## config.mk

```make
export PLATFORM = sky130hd
export DESIGN_NAME = fwd_result_tracker
export DESIGN_NICKNAME = d
export VERILOG_FILES = /design/src/rtl/fwd_pkg.sv /design/src/rtl/fwd_stage_reg.sv /design/src/rtl/fwd_result_tracker.sv
export SDC_FILE = /design/constraint.sdc
export NUM_CORES = 1
export LEC_CHECK = 0
export BUFFER_PORTS_ARGS = -buffer_cell sky130_fd_sc_hd__buf_2
export CAP_MARGIN = 30
export CORE_MARGIN = 5
export CORE_UTILIZATION = 25
export DETAILED_ROUTE_END_ITERATION = 8
export GPL_TIMING_DRIVEN = 0
export PLACE_DENSITY = 0.55
export SYNTH_ARGS = -nofsm -noshare
export SYNTH_HDL_FRONTEND = slang
export SYNTH_SLANG_ARGS = --single-unit
```

## constraint.sdc

```tcl
create_clock -name clk -period 2.2 [get_ports clk]
set_input_delay 0.22 -clock clk [delete_from_list [all_inputs] [get_ports clk]]
set_output_delay 0.22 -clock clk [all_outputs]
set_load 0.01 [all_outputs]
```

## src/rtl/fwd_pkg.sv

```systemverilog
// Shared kinds, stage record and default widths for the forwarding result tracker.
package fwd_pkg;

  localparam int unsigned DEF_XLEN   = 32;
  localparam int unsigned DEF_REG_AW = 5;

  typedef enum logic [1:0] {
    KIND_ALU  = 2'd0,
    KIND_LOAD = 2'd1,
    KIND_MUL  = 2'd2
  } kind_e;

  typedef struct packed {
    logic                  valid;
    logic [DEF_REG_AW-1:0] rd;
    logic                  we;
    kind_e                 kind;
    logic [DEF_XLEN-1:0]   data;
    logic                  done;
  } stage_t;

endpackage

```

## src/rtl/fwd_stage_reg.sv

```systemverilog
// One pipeline stage record: load wins over bubble, otherwise the record holds.
module fwd_stage_reg
  import fwd_pkg::*;
(
  input  logic   clk,
  input  logic   rst,
  input  logic   load_i,
  input  logic   bubble_i,
  input  stage_t d_i,
  output stage_t q_o
);

  stage_t rec_q, rec_d;

  always_comb begin
    rec_d = rec_q;
    if (load_i)        rec_d = d_i;
    else if (bubble_i) rec_d = '0;
  end

  always_ff @(posedge clk or posedge rst) begin
    if (rst) rec_q <= '0;
    else     rec_q <= rec_d;
  end

  assign q_o = rec_q;

endmodule

```

## src/rtl/fwd_result_tracker.sv

```systemverilog
// Tracks in-flight results through S1 (EX/MEM) and S2 (MEM/WB), drives forwarding
// sources and the register-file write port, and stalls issue on load-use / pending MUL.
module fwd_result_tracker
  import fwd_pkg::*;
#(
  parameter int unsigned XLEN   = DEF_XLEN,
  parameter int unsigned REG_AW = DEF_REG_AW
) (
  input  logic              clk,
  input  logic              reset,
  input  logic              issue_valid,
  output logic              issue_ready,
  input  logic [REG_AW-1:0] issue_rd,
  input  logic              issue_we,
  input  logic [1:0]        issue_kind,
  input  logic [REG_AW-1:0] issue_rs1,
  input  logic [REG_AW-1:0] issue_rs2,
  input  logic [XLEN-1:0]   ex_result,
  input  logic              mul_done,
  input  logic [XLEN-1:0]   mul_result,
  input  logic [XLEN-1:0]   mem_rdata,
  output logic [REG_AW-1:0] rd1,
  output logic [REG_AW-1:0] rd2,
  output logic              rd_valid1,
  output logic              rd_valid2,
  output logic [XLEN-1:0]   rwdata1,
  output logic [XLEN-1:0]   rwdata2,
  output logic              wb_we,
  output logic [REG_AW-1:0] wb_rd,
  output logic [XLEN-1:0]   wb_data,
  output logic              stall
);

  stage_t s1_q, s2_q, s1_d;
  logic   s1_load, s1_bubble;
  logic   s1_complete, load_use, accept, mul_fill;
  logic   unused_s2_done;

  always_comb begin
    s1_complete = !s1_q.valid || (s1_q.kind != KIND_MUL) || s1_q.done;
    load_use    = s1_q.valid && (s1_q.kind == KIND_LOAD) && s1_q.we && (s1_q.rd != '0)
                  && ((issue_rs1 == s1_q.rd) || (issue_rs2 == s1_q.rd));
    issue_ready = s1_complete && !load_use;
    accept      = issue_valid && issue_ready;
    // mul_fill only happens while S1 is blocked, so it never collides with an accept
    mul_fill    = s1_q.valid && (s1_q.kind == KIND_MUL) && !s1_q.done && mul_done;

    s1_d = '0;
    if (mul_fill) begin
      s1_d      = s1_q;
      s1_d.done = 1'b1;
      s1_d.data = mul_result;
    end else begin
      s1_d.valid = 1'b1;
      s1_d.rd    = issue_rd;
      s1_d.we    = issue_we;
      s1_d.kind  = kind_e'(issue_kind);
      s1_d.data  = ex_result;
    end
    s1_load   = (s1_complete && accept) || mul_fill;
    s1_bubble = s1_complete && !accept;
  end

  fwd_stage_reg u_s1 (
    .clk      (clk),
    .rst      (reset),
    .load_i   (s1_load),
    .bubble_i (s1_bubble),
    .d_i      (s1_d),
    .q_o      (s1_q)
  );

  fwd_stage_reg u_s2 (
    .clk      (clk),
    .rst      (reset),
    .load_i   (s1_complete),
    .bubble_i (!s1_complete),
    .d_i      (s1_q),
    .q_o      (s2_q)
  );

  always_comb begin
    rd1       = s1_q.rd;
    rd2       = s2_q.rd;
    rwdata1   = s1_q.data;
    rd_valid1 = s1_q.valid && s1_q.we && (s1_q.rd != '0)
                && ((s1_q.kind == KIND_ALU) || ((s1_q.kind == KIND_MUL) && s1_q.done));
    rd_valid2 = s2_q.valid && s2_q.we && (s2_q.rd != '0);
    rwdata2   = (s2_q.kind == KIND_LOAD) ? mem_rdata : s2_q.data;
    wb_we     = rd_valid2;
    wb_rd     = s2_q.rd;
    wb_data   = rwdata2;
    stall     = !issue_ready;
  end

  assign unused_s2_done = s2_q.done;

endmodule
```

# [Word-level counts from Yosys, hierarchy flattened]
# Cells that the tools add are included.
[word_totals] reg_bits=83 inputBits=118 output_inout_bits=116
[classes] n_eq_ne=7 mux=6 n_reduce_logical=32
[op_table] cell="$mux W42" count=3
[op_table] cell="$mux W41" count=1
[op_table] cell="$mux W32" count=1
[op_table] cell="$logic_and A1 B1 Y1" count=17
[op_table] cell="$eq A5 B5 Y1" count=2
[op_table] cell="$reduce_bool A5 Y1" count=2
[op_table] cell="$logic_not A1 Y1" count=5
[op_table] cell="$logic_or A1 B1 Y1" count=5
[op_table] cell="$eq A2 B1 Y1 const B" count=2
[op_table] cell="$ne A2 B2 Y1 const B" count=2
[op_table] cell="$eq A2 B2 Y1 const B" count=1
[op_table] cell="$logic_not A2 Y1" count=1
[op_table] cell="$reduce_and A2 Y1" count=1
[op_table] cell="$reduce_bool A2 Y1" count=1
[op_table] cell="$mux W1" count=1

# [Longest topological paths before layout]
# Gate-level depths: netlist of the first run.
[depth] word_depth=12 mapped_depth=6 ltp_nobuf=4

# [Modules after synthesis]
# A second synthesis of the first run with hierarchy kept.
[unflattened] cells_unflattened=436 hier_area_um2=5287.6
[modules_own_cells] module="fwd_stage_reg" n_inst=2 cells_each=141 area_per_inst_um2=1943.1 seq_area_each_um2=1051.0
[modules_own_cells] module="fwd_result_tracker" n_inst=1 cells_each=154 area_per_inst_um2=1401.3 seq_area_each_um2=0.0

# [Worst setup path after synthesis of the first run]
# No wires, ideal clock.
[synth_timing] path_type="register -> output" from="reg u_s1.rec_q, in the netlist u_s1.q_o[36]" to="out issue_ready" arrival_time_ns=1.525 required_ns=1.980 path_slack_ns=0.455 stages_incl_launch_ff=5 path_cell_list="dfrtp_1 -> or4_1 -> o21ai_0 -> nor3_1 -> a21oi_1"
[synth_via] elab_chain_cells=5 elab_cells_between_ends=8 cone_classes="eq/ne (2); reduce/logical (6)"
[synth_lines] element="from (decl)" line_no="fwd_stage_reg.sv:13" rtl="stage_t rec_q, rec_d;"
[synth_lines] element="from (signal assigned)" line_no="fwd_stage_reg.sv:23" rtl="else rec_q <= rec_d;"
[synth_lines] element="$eq A5 B5 Y1 / $reduce_bool A5 Y1 (equally long branches)" line_no="fwd_result_tracker.sv:42, fwd_result_tracker.sv:41"
[synth_lines] element="$logic_or A1 B1 Y1 / $logic_and A1 B1 Y1 (equally long branches)" line_no="fwd_result_tracker.sv:42, fwd_result_tracker.sv:41"
[synth_lines] element="$logic_and A1 B1 Y1 (*)" line_no="fwd_result_tracker.sv:42" rtl="&& ((issue_rs1 == s1_q.rd) || (issue_rs2 == s1_q.rd));"
[synth_lines] element="$logic_not A1 Y1 (*)" line_no="fwd_result_tracker.sv:43" rtl="issue_ready = s1_complete && !load_use;"
[synth_lines] element="$logic_and A1 B1 Y1 (*)" line_no="fwd_result_tracker.sv:43"
[synth_lines] element="to (decl)" line_no="fwd_result_tracker.sv:12" rtl="output logic issue_ready,"
# Mark *: on every way between the ends. The rest lies on a longest branch, timed or not.

# [Worst setup path after layout of the first run]
[layout_timing] from="reg u_s1.rec_q, in the netlist u_s1.q_o[37]" to="out stall"
[layout_via] elab_chain_cells=6 elab_cells_between_ends=9 cone_classes="eq/ne (2); reduce/logical (7)"
[layout_lines] element="$eq A5 B5 Y1 / $reduce_bool A5 Y1 (equally long branches)" line_no="fwd_result_tracker.sv:42, fwd_result_tracker.sv:41"
[layout_lines] element="$logic_or A1 B1 Y1 / $logic_and A1 B1 Y1 (equally long branches)" line_no="fwd_result_tracker.sv:42, fwd_result_tracker.sv:41"
[layout_lines] element="$logic_and A1 B1 Y1 (*)" line_no="fwd_result_tracker.sv:42"
[layout_lines] element="$logic_not A1 Y1 (*)" line_no="fwd_result_tracker.sv:43"
[layout_lines] element="$logic_and A1 B1 Y1 (*)" line_no="fwd_result_tracker.sv:43"
[layout_lines] element="$logic_not A1 Y1 (*)" line_no="fwd_result_tracker.sv:93" rtl="stall = !issue_ready;"
[layout_lines] element="to (decl)" line_no="fwd_result_tracker.sv:31" rtl="output logic stall"
# Marked as above.

==> metrics.cfg, run 1 <==
[yosys]
synth_area_um2=4920
ys_types=32
yosys_warnings=0
ys_seq_elements=83
syn-num-nets=618
synth_instances=500
synth_seq_area_share=0.422
post_synth.cell_area_avg_um2=9.83

[pwr]
irDropWorstVdd_v=0.000341
design_power_total_uw=6790
seq_power_share=0.326
clock_power_share=0.230
switching_share=0.345
power.combinational.fraction=0.444
power.density_cell_area_nw_per_um2=985
power.internal_uw=4450
leakage_uw=0.00344
net-switching-power_uw=2340

[die]
core_area_um2=19400
die-width_um=150
design.portCount=234
num_rows=51
chipHeight_um=150
die_area_um2=22600
floorplan.initialDensity=0.253

[setup_path]
critPathRequiredTime_ns=1.98
reg2reg_slack_ns=0.18
r2r_start=u_s1.q_o[37]$_DFFE_PP0P_
timing.setup.critical_path_class=register to primary output
start_kind=register
arrival_ns=1.92
critical_path.slowest_cell=or4_4
slowest_delay_ns=0.58
critical_path.reg2reg.endpoint=u_s1.q_o[22]$_DFFE_PP0P_
crit_chain=or4_4 > o21ai_4 > nor3_4 > a21o_1 > buf_2
biggest_fanout_along_the_worst_timing_path=5
reg2regPathDepth=5
worstSetupEndpointType=primary output

[clocking]
htree_levels=3
clk_pin_slew_worst_paths_ns=0.06
cts_made_buffers=9
ctsLongestPathBuffers=2
clk-insertion-delay-late_ns=0.34
clockRootBuffer=clkbuf_16
clock-sinks=83
cts_tree=yes

[routing]
drt-vias-per-instance=4.41
drt.antenna.violating_nets=0
drc_violations_left=0
via_count=4499
routed_wire_length_per_instance_um=16.6
detailedRoute.firstPassIterationCount=4
initialDrtViolationCount=207
totalWireLength_mm=16.9

[place]
placement.setup.worst_slack_ns=-0.272
dp_hpwl_mm=13.2
place.gp.congestion=0.767
port_buffers=231
postPlaceCellArea_um2=6450

[min_path]
hold-path-cell-count=3
worstHoldPathType=input pin to register
hold_path_startpoint=issue_kind[0]
hold_path_end=u_s1.q_o[33]$_DFFE_PP0P_

[grt]
global_route_wire_length_before_repair_mm=25.1
grt_antenna_before_repair=3
globalRoute.totalOverflow=0
global_route.usage.total=0.146
pin_count_of_the_biggest_net_entering_global_routing=39
first_global_vias=4443

[layout]
n_antenna_cell=0
mostFrequentLayoutCells=buf_2 (240), buf_4 (88), dfrtp_1 (79), nand3_1 (41), and2_1 (41)
fillerInstances=2064
finish.net_count=869
final-seq-area_um2=2080
layout_commonest_cell=buf_2
area_growth_syn_to_layout_pct=40.2
fin_area_um2=6890
drive_above_1_share=0.522
multiInputGateArea_um2=2090

[timing]
clock_skews_ns=0.00894
hold_violations=0
max_slew.worst_pin.slew_ns=0.696
setup_ws_ns=0.0620
setup_viol=0
final.min_clock_period_ns=2.14
finalMaxSlewViolations=0
post-route-period-util=0.972
max_freq_mhz=468
grt_setup_unrepaired=true
worst_hold_slack_ns=0.128
worst_slew_margin_rel=0.536

[run]
maxCapViolations=0

[status]
outcome=finished clean

-- state kept, by name, summed over array words and instances, names as in the netlist --
| register | count |
|---|---|
| u_s1.q_o | 42 |
| u_s2.q_o | 41 |
-- power by group through the flow --
stage / clock, uW / combinational (uW) / sequential [uW]
after floorplan: 0 / 1940 / 2110
after global placement: 0 / 2920 / 2240
after detailed placement: 0 / 2950 / 2240
after CTS: 1610 / 3040 / 2220
after global routing: 1660 / 3320 / 2270
final: 1560 / 3020 / 2210
-- logic make-up after synthesis --
kind of cell	synth area share
AND/OR/NAND/NOR	0.148
buffers and inverters	0.160
flip-flops	0.422
AO/OA/AOI/OAI	0.113
multiplexers	0.138
XOR/XNOR	0.0178
-- through the flow --
stage | instances | util | TNS, ns
finish | 1020 | 0.355 | 0
global route | 1020 | 0.355 | -0.0114
CTS | 1019 | 0.353 | -0.0103
detailed placement | 998 | 0.332 | -8.20
global placement | 996 | 0.330 | -7.46
floorplan | 500 | - | 0
-- worst max path at each step --
stage,start,to,cells after the start
finish,u_s1.q_o[37]$_DFFE_PP0P_,stall,5
global route,u_s1.q_o[36]$_DFFE_PP0P_,u_s1.q_o[16]$_DFFE_PP0P_,7
CTS,u_s2.q_o[34]$_DFF_PP0_,wb_data[10],6
detailed placement,u_s1.q_o[40]$_DFFE_PP0P_,stall,6
global placement,u_s1.q_o[40]$_DFFE_PP0P_,issue_ready,6
floorplan,u_s1.q_o[36]$_DFFE_PP0P_,issue_ready,4
-- per-layer routing --
metal  global-route usage  vias to the layer above  share of wire
met5                    0                        -         0.0022
met3               0.0421                       16          0.073
met1                0.180                     2124           0.43
li1                     -                     2174              -
met4               0.0403                        6          0.010
met2                0.251                      179           0.49
-- repair_timing --
item / in CTS / in global routing
resized for setup: 18 / 10
pin swaps: 1 / 5
hold endpoints to repair: 13 / 0
hold buffers: 1 / 0
setup buffers: 5 / 2
endpoints found under the setup margin: 100 / 33
-- area by class of cell --
class | instances | area share
flip-flops and latches | 83 | 0.302
repair buffers | 241 | 0.184
inverters | 1 | 0.00109
clock inverters | 4 | 0.00726
clock buffers | 11 | 0.0367
well taps | 265 | 0.0481
plain buffers | 121 | 0.117
multi-input cells | 294 | 0.303
-- cells in the mapped netlist (all sizes together) --
| library cell | number | share of area |
|---|---|---|
| mux2 | 32 | 0.073 |
| nand2 | 10 | 0.0076 |
| inv | 1 | 0.00076 |
| nor2b | 3 | 0.0038 |
| and3b | 1 | 0.0018 |
| a21oi | 3 | 0.0031 |
| mux2i | 32 | 0.065 |
| nand4bb | 1 | 0.0023 |
| dfrtp | 83 | 0.42 |
| clkbuf | 26 | 0.020 |
| nor3 | 1 | 0.0010 |
| xnor2 | 10 | 0.018 |
| a21o | 1 | 0.0015 |
| nor2 | 33 | 0.025 |
| nand3 | 41 | 0.042 |
| nor4b | 1 | 0.0018 |
| o21ai | 34 | 0.035 |
| and2 | 41 | 0.052 |
| buf | 96 | 0.14 |
| nand2b | 6 | 0.0076 |
| o22ai | 1 | 0.0013 |
| a31oi | 1 | 0.0013 |
| o211ai | 6 | 0.0092 |
| or4 | 1 | 0.0015 |
| o2111ai | 1 | 0.0031 |
| or3 | 1 | 0.0013 |
| a41oi | 32 | 0.057 |
| o311a | 1 | 0.0020 |
-- critical path: cells and delay by family, from the launching register on --
kind	cells	cell delay, ns
AOI/OAI and AO/OA	2	0.35
buffers and inverters	1	0.13
DFF	1	0.45
and+or+nand+nor	2	0.64
Note: power is estimated with default switching activity, not from simulation.
==> run 2: changes to the inputs <==
--- a/config.mk
+++ b/config.mk
@@ -5,13 +5,16 @@
 export SDC_FILE = /design/constraint.sdc
 export NUM_CORES = 1
 export LEC_CHECK = 0
+export ABC_AREA = 1
 export BUFFER_PORTS_ARGS = -buffer_cell sky130_fd_sc_hd__buf_2
 export CAP_MARGIN = 30
 export CORE_MARGIN = 5
 export CORE_UTILIZATION = 25
 export DETAILED_ROUTE_END_ITERATION = 8
 export GPL_TIMING_DRIVEN = 0
-export PLACE_DENSITY = 0.55
+export HOLD_SLACK_MARGIN = 0.08
+export PLACE_DENSITY = 0.56
 export SYNTH_ARGS = -nofsm -noshare
 export SYNTH_HDL_FRONTEND = slang
+export SYNTH_HIERARCHICAL = 1
 export SYNTH_SLANG_ARGS = --single-unit
==> run 2 against run 1 <==
Largest power group is now registers. Sequential share of layout area increased by 1.7 points. Final area fell by 5.5%. Cell count up 8.4%.
==> metrics.cfg, run 2 <==
[grt]
met2_usage=0.231  ; -0.0196
global_route_wire_length_before_repair_mm=23.5  ; -6.2%
groute.layer.met3.usage=0.0245  ; -0.0176
grt_antenna_before_repair=2  ; -1
pin_count_of_the_biggest_net_entering_global_routing=23  ; -41%
first_global_vias=4401  ; -0.95%
grtUsageMet1=0.179  ; -0.00133
busiest_grt_layer=met2
global_route.usage.total=0.138  ; -0.00877
globalRoute.totalOverflow=0  ; unchanged

[die]
die_area_um2=21500  ; -4.7%
design.portCount=234  ; unchanged
die-width_um=147  ; -2.4%
core_area_um2=18500  ; -4.5%
floorplan.initialDensity=0.252  ; -0.00132
chipHeight_um=147  ; -2.4%
num_rows=50  ; -2.0%

[min_path]
worstHoldPathType=input pin to register

[yosys]
yosys_warnings=6  ; +6
post_synth.cell_area_avg_um2=7.53  ; -23%
synth_instances=620  ; +24%
syn-num-nets=738  ; +19%
synth_area_um2=4670  ; -5.0%

[timing]
post-route-period-util=0.921  ; -0.0509
max_slew.worst_pin.slew_ns=0.511  ; -0.185 ns
grt_setup_unrepaired=false
final.min_clock_period_ns=2.03  ; -0.112 ns
setup_viol=0  ; unchanged
worst_hold_slack_ns=0.173  ; +0.0449 ns
final_tns_setup_ns=0  ; unchanged
hold_violations=0  ; unchanged
clock_skews_ns=0.0103  ; +0.00132 ns
finalMaxSlewViolations=0  ; unchanged
worst_slew_margin_rel=0.659  ; +0.123
max_freq_mhz=494  ; +5.5%

[layout]
final_cell_count_no_fill=1106  ; +8.4%
number_of_flip_flops_in_the_largest_register=42  ; unchanged
fillerInstances=1993  ; -3.4%
layout_commonest_cell=nand2_1
final_core_util=0.352  ; -0.00350
area_growth_syn_to_layout_pct=39.6
drive_above_1_share=0.413  ; -0.109
mostFrequentLayoutCells=nand2_1 (382), buf_2 (245), dfrtp_1 (83), buf_4 (43), mux2_2 (32)
n_antenna_cell=0  ; unchanged
finish.net_count=985  ; +13%

[pwr]
power.density_cell_area_nw_per_um2=785  ; -20%
irDropWorstVdd_v=0.000383  ; +12%
design_power_total_uw=5120  ; -25%
leakage_uw=0.00396  ; +15%

[routing]
detailedRoute.firstPassIterationCount=4  ; unchanged
via_count=4428  ; -1.6%
drt.antenna.violating_nets=0  ; unchanged
totalWireLength_mm=15.1  ; -11%
drt-vias-per-instance=4.00  ; -9.2%
drc_violations_left=0  ; unchanged
routed_wire_length_per_instance_um=13.6  ; -18%
initialDrtViolationCount=185  ; -11%

[clocking]
clk_pin_slew_worst_paths_ns=0.07  ; about the same
clockRootBuffer=clkbuf_16
clk-insertion-delay-late_ns=0.34  ; about the same
htree_levels=3  ; unchanged
cts_tree=yes
ctsLongestPathBuffers=2  ; unchanged
cts_made_buffers=9  ; unchanged
clock-sinks=83  ; unchanged

[setup_path]
worstSetupEndpointType=primary output
biggest_fanout_along_the_worst_timing_path=10  ; +5
arrival_ns=1.81  ; -0.11 ns
start_kind=register
critPathRequiredTime_ns=1.98  ; about the same
timing.setup.critical_path_class=register to primary output

[place]
dp_hpwl_mm=11.8  ; -11%
dp_cells=1089  ; +9.1%
place.gp.congestion=0.784  ; +2.2%
port_buffers=233  ; +0.87%

[status]
outcome=finished clean

[run]
maxCapViolations=0  ; unchanged

==> run 2: area by class of cell <==
| cell class | count | area (um^2) | area share |
|---|---|---|---|
| buffer | 66 | 507 | 0.0778 |
| clock buffer | 12 | 256 | 0.0394 |
| clock inverter | 4 | 72.6 | 0.0111 |
| inverter | 23 | 91.3 | 0.0140 |
| multi-input combinational | 448 | 2000 | 0.307 |
| sequential | 83 | 2080 | 0.319 |
| tap | 234 | 293 | 0.0449 |
| timing repair buffer | 236 | 1220 | 0.187 |
==> run 2: final timing paths <==
| kind | endpoint | depth (start not counted) | from | slack (ns) |
|---|---|---|---|---|
| worst max-delay path | wb_data[17] | 5 | u_s2/q_o[33]$_DFFE_PP0P_ | 0.17 |
| worst min-delay path | u_s1/q_o[7]$_DFFE_PP0P_ | 5 | mul_result[6] | 0.17 |
| worst max register to register | u_s1/q_o[0]$_DFFE_PP0P_ | 14 | u_s1/q_o[39]$_DFFE_PP0P_ | 0.29 |
| worst min register to register | u_s2/q_o[3]$_DFFE_PP0P_ | 2 | u_s2/q_o[3]$_DFFE_PP0P_ | 0.47 |
| max in group asynchronous | u_s1/q_o[21]$_DFFE_PP0P_ | 4 | reset | 1.21 |
| min in group asynchronous | u_s2/q_o[26]$_DFFE_PP0P_ | 3 | reset | 0.48 |
==> run 2: power breakdown <==
part / internal [uW] / leakage [uW] / switching, uW
combinational: 770 / 0.00275 / 789
clock: 1060 / 0.000159 / 610
sequential: 1730 / 0.00105 / 163
total: 3560 / 0.00396 / 1560
==> run 2: metal layers <==
| metal | wire, um | vias up |
|---|---|---|
| met4 | 255 | 4 |
| met3 | 697 | 19 |
| met2 | 7260 | 124 |
| met5 | 21 | - |
| met1 | 6830 | 1953 |
| li1 | - | 2328 |
==> run 2: metrics by stage <==
stage | cell area [um^2] | setup slack, ns
3_5_place_dp | 6170 | 0.241
2_1_floorplan | 4670 | 0.534
4_1_cts | 6520 | 0.132
3_3_place_gp | 6130 | 0.178
5_1_grt | 6520 | 0.00131
6_report | 6520 | 0.174
==> run 2: critical path, cell delays in order, from the launching register on <==
cell and delay (ns):
dfrtp_1 0.39, nand2_2 0.19, buf_4 0.26, mux2_2 0.37, buf_4 0.13, buf_2 0.13
==> run 2: what timing repair did <==
action                                  CTS  global route
endpoints found under the setup margin   30             0
hold buffers                              1             0
resized for setup                         4             0
endpoints found under the hold margin    39             0
buffers inserted                          0             0
==> run 3: changes to the inputs <==
--- a/config.mk
+++ b/config.mk
@@ -8,9 +8,11 @@
 export ABC_AREA = 1
 export BUFFER_PORTS_ARGS = -buffer_cell sky130_fd_sc_hd__buf_2
 export CAP_MARGIN = 30
+export CORE_ASPECT_RATIO = 0.7
 export CORE_MARGIN = 5
 export CORE_UTILIZATION = 25
 export DETAILED_ROUTE_END_ITERATION = 8
+export GPL_ROUTABILITY_DRIVEN = 0
 export GPL_TIMING_DRIVEN = 0
 export HOLD_SLACK_MARGIN = 0.08
 export PLACE_DENSITY = 0.56
==> constraint.sdc (replaced) <==
create_clock -name clk -period 2.2 [get_ports clk]
set_input_delay 0.22 -clock clk [delete_from_list [all_inputs] [get_ports clk]]
set_output_delay 0.22 -clock clk [all_outputs]
set_load 0.05 [all_outputs]
==> run 3 against run 2 <==
Setup slack got worse by 0.094 ns. Clock skew decreased by 0.0053 ns. Global-route usage increased by 0.90 points. Combinational power increased by 72%. Sequential share of layout area decreased by 0.14 points. Die area increased by 0.20%. Core utilization increased by 0.85 points. Fmax decreased by 4.4%. Clock power increased by 7%. Register-to-register slack got worse by 0.03 ns. Critical path type unchanged. Non-clock buffer count unchanged. Power increased by 24%. Critical endpoint is now wb_data[9].
==> metrics.cfg, run 3 (synthesis results as in run 2) <==
[clocking]
htree_levels=3  ; unchanged
clk_pin_slew_worst_paths_ns=0.06  ; about the same
clockRootBuffer=clkbuf_16
clock-sinks=83  ; unchanged
cts_made_buffers=9  ; unchanged
ctsLongestPathBuffers=2  ; unchanged
clk-insertion-delay-late_ns=0.34  ; about the same
postCtsSetupRepairBufs=0  ; unchanged
cts_tree=yes

[min_path]
hold-path-cell-count=5  ; unchanged
worstHoldPathType=input pin to register

[place]
dp_hpwl_mm=12.3  ; +4.4%
port_buffers=233  ; unchanged
placement.setup.worst_slack_ns=0.184  ; -0.0573 ns
dp_cells=1091  ; +0.18%

[setup_path]
slowest_delay_ns=0.39  ; about the same
critical_path.slowest_cell=mux2_2
critical_path.most_common_cell=buf_4
crit_chain=inv_1 > nand2_2 > buf_4 > mux2_2 > buf_4 > buf_2
start_kind=register
biggest_fanout_along_the_worst_timing_path=10  ; unchanged
reg2reg_slack_ns=0.26  ; -0.03 ns
crit_path_start=u_s2/q_o[34]$_DFFE_PP0P_
timing.setup.critical_path_class=register to primary output
critPathRequiredTime_ns=1.98  ; about the same
cp.buffers_inverters=4  ; +1
r2r_start=u_s1/q_o[34]$_DFFE_PP0P_
arrival_ns=1.90  ; +0.09 ns
worstSetupEndpointType=primary output
critPathTopFamily=buffers and inverters
timing.critical_path.to=wb_data[9]
reg2regPathDepth=12  ; -2
crit_cells=6  ; +1
critical_path.reg2reg.endpoint=u_s1/q_o[3]$_DFFE_PP0P_

[pwr]
irDropWorstVdd_v=0.000311  ; -19%
power.internal_uw=3670  ; +3.2%
switching_share=0.423  ; +0.118
power.combinational.fraction=0.422  ; +0.117
clock_power_share=0.280  ; -0.045
leakage_uw=0.00397  ; +0.29%
power.density_cell_area_nw_per_um2=972  ; +24%
net-switching-power_uw=2690  ; +72%
seq_power_share=0.298  ; -0.072

[timing]
worst_slew_margin_rel=0.643  ; -0.0162
clock_skews_ns=0.00497  ; -0.00530 ns
final_tns_setup_ns=0  ; unchanged
max_freq_mhz=472  ; -4.4%
setup_ws_ns=0.0797  ; -0.0943 ns
post-route-period-util=0.964  ; +0.0429
finalMaxSlewViolations=0  ; unchanged
max_slew.worst_pin.slew_ns=0.535  ; +0.0243 ns
hold_violations=0  ; unchanged
grt_setup_unrepaired=true
setup_viol=0  ; unchanged
final.min_clock_period_ns=2.12  ; +0.0943 ns

[die]
chipHeight_um=124  ; -15%
core_area_um2=18200  ; -1.9%
die_area_um2=21500  ; +0.20%
floorplan.initialDensity=0.257  ; +0.00497
design.portCount=234  ; unchanged
die-width_um=173  ; +18%
num_rows=41  ; -18%

[grt]
pin_count_of_the_biggest_net_entering_global_routing=26  ; +13%
first_global_vias=4557  ; +3.5%
globalRoute.totalOverflow=0  ; unchanged
grt_antenna_before_repair=0  ; -2
global_route_wire_length_before_repair_mm=25.1  ; +6.8%
global_route.usage.total=0.147  ; +0.00898

[layout]
n_antenna_cell=0  ; unchanged
finish.net_count=985  ; unchanged
fillerInstances=1971  ; -1.1%
area_growth_syn_to_layout_pct=40.2
layout_commonest_cell=nand2_1
drive_above_1_share=0.414  ; +0.00162
number_of_flip_flops_in_the_largest_register=42  ; unchanged
final_cell_count_no_fill=1107  ; +0.090%
mostFrequentLayoutCells=nand2_1 (382), buf_2 (245), dfrtp_1 (83), buf_4 (43), mux2_2 (32)

[routing]
initialDrtViolationCount=177  ; -4.3%
drt-vias-per-instance=4.02  ; +0.36%
detailedRoute.firstPassIterationCount=4  ; unchanged
totalWireLength_mm=15.9  ; +5.8%
routed_wire_length_per_instance_um=14.4  ; +5.7%
drt.antenna.violating_nets=0  ; unchanged
drc_violations_left=0  ; unchanged
via_count=4448  ; +0.45%

[run]
maxCapViolations=0  ; unchanged

[status]
outcome=finished clean

run 3: worst min path at each step:
stage,from,endpoint
floorplan,issue_kind[0],u_s1/q_o[33]$_DFFE_PP0P_
global placement,u_s2/q_o[8]$_DFFE_PP0P_,u_s2/q_o[8]$_DFFE_PP0P_
detailed placement,reset,u_s1/q_o[6]$_DFFE_PP0P_
CTS,mul_result[2],u_s1/q_o[3]$_DFFE_PP0P_
global route,mul_result[29],u_s1/q_o[30]$_DFFE_PP0P_
finish,mul_result[2],u_s1/q_o[3]$_DFFE_PP0P_
run 3: per-stage QoR:
stage | cell area [um^2] | hold slack [ns] | power, uW | utilization
finish | 6550 | 0.175 | 6360 | 0.360
global route | 6550 | 0.192 | 6690 | 0.360
CTS | 6550 | 0.159 | 6460 | 0.360
detailed placement | 6170 | 0.277 | 4630 | 0.340
global placement | 6130 | 0.455 | 4610 | 0.338
floorplan | 4670 | 0.416 | 3960 | -
run 3: routing by layer:
layer	track usage	wire, um
met1	0.198	7540
met2	0.235	7110
met3	0.0443	1180
met4	0.0267	95
met5	0	0
run 3: area by class of cell:
cell class / count / area [um^2] / area share
tap: 236 / 295 / 0.0451
sequential: 83 / 2080 / 0.317
timing repair buffer: 236 / 1220 / 0.186
clock inverter: 4 / 97.6 / 0.0149
clock buffer: 11 / 253 / 0.0386
inverter: 23 / 91.3 / 0.0140
buffer: 66 / 507 / 0.0774
multi-input combinational: 448 / 2010 / 0.307
run 3: power groups by stage:
stage	combinational (uW)	clock, uW	sequential [uW]
2_1_floorplan	1740	0	2220
3_3_place_gp	2690	0	1920
3_5_place_dp	2710	0	1920
4_1_cts	2720	1840	1900
5_1_grt	2860	1900	1930
6_report	2690	1780	1900
run 3: worst reg2reg max path: cells and delay by family, from the launching register on:
| family | cells | cell delay (ns) |
|---|---|---|
| buffers and inverters | 5 | 0.79 |
| DFF | 1 | 0.40 |
| and+or+nand+nor | 7 | 0.71 |
run 3: what timing repair did:
| item | in CTS | in global routing |
|---|---|---|
| hold buffers | 1 | 0 |
| cloned | 0 | 0 |
| endpoints found under the hold margin | 36 | 0 |
| gates resized for setup | 4 | 0 |
| endpoints found under the setup margin | 60 | 9 |
| pin swaps | 0 | 0 |
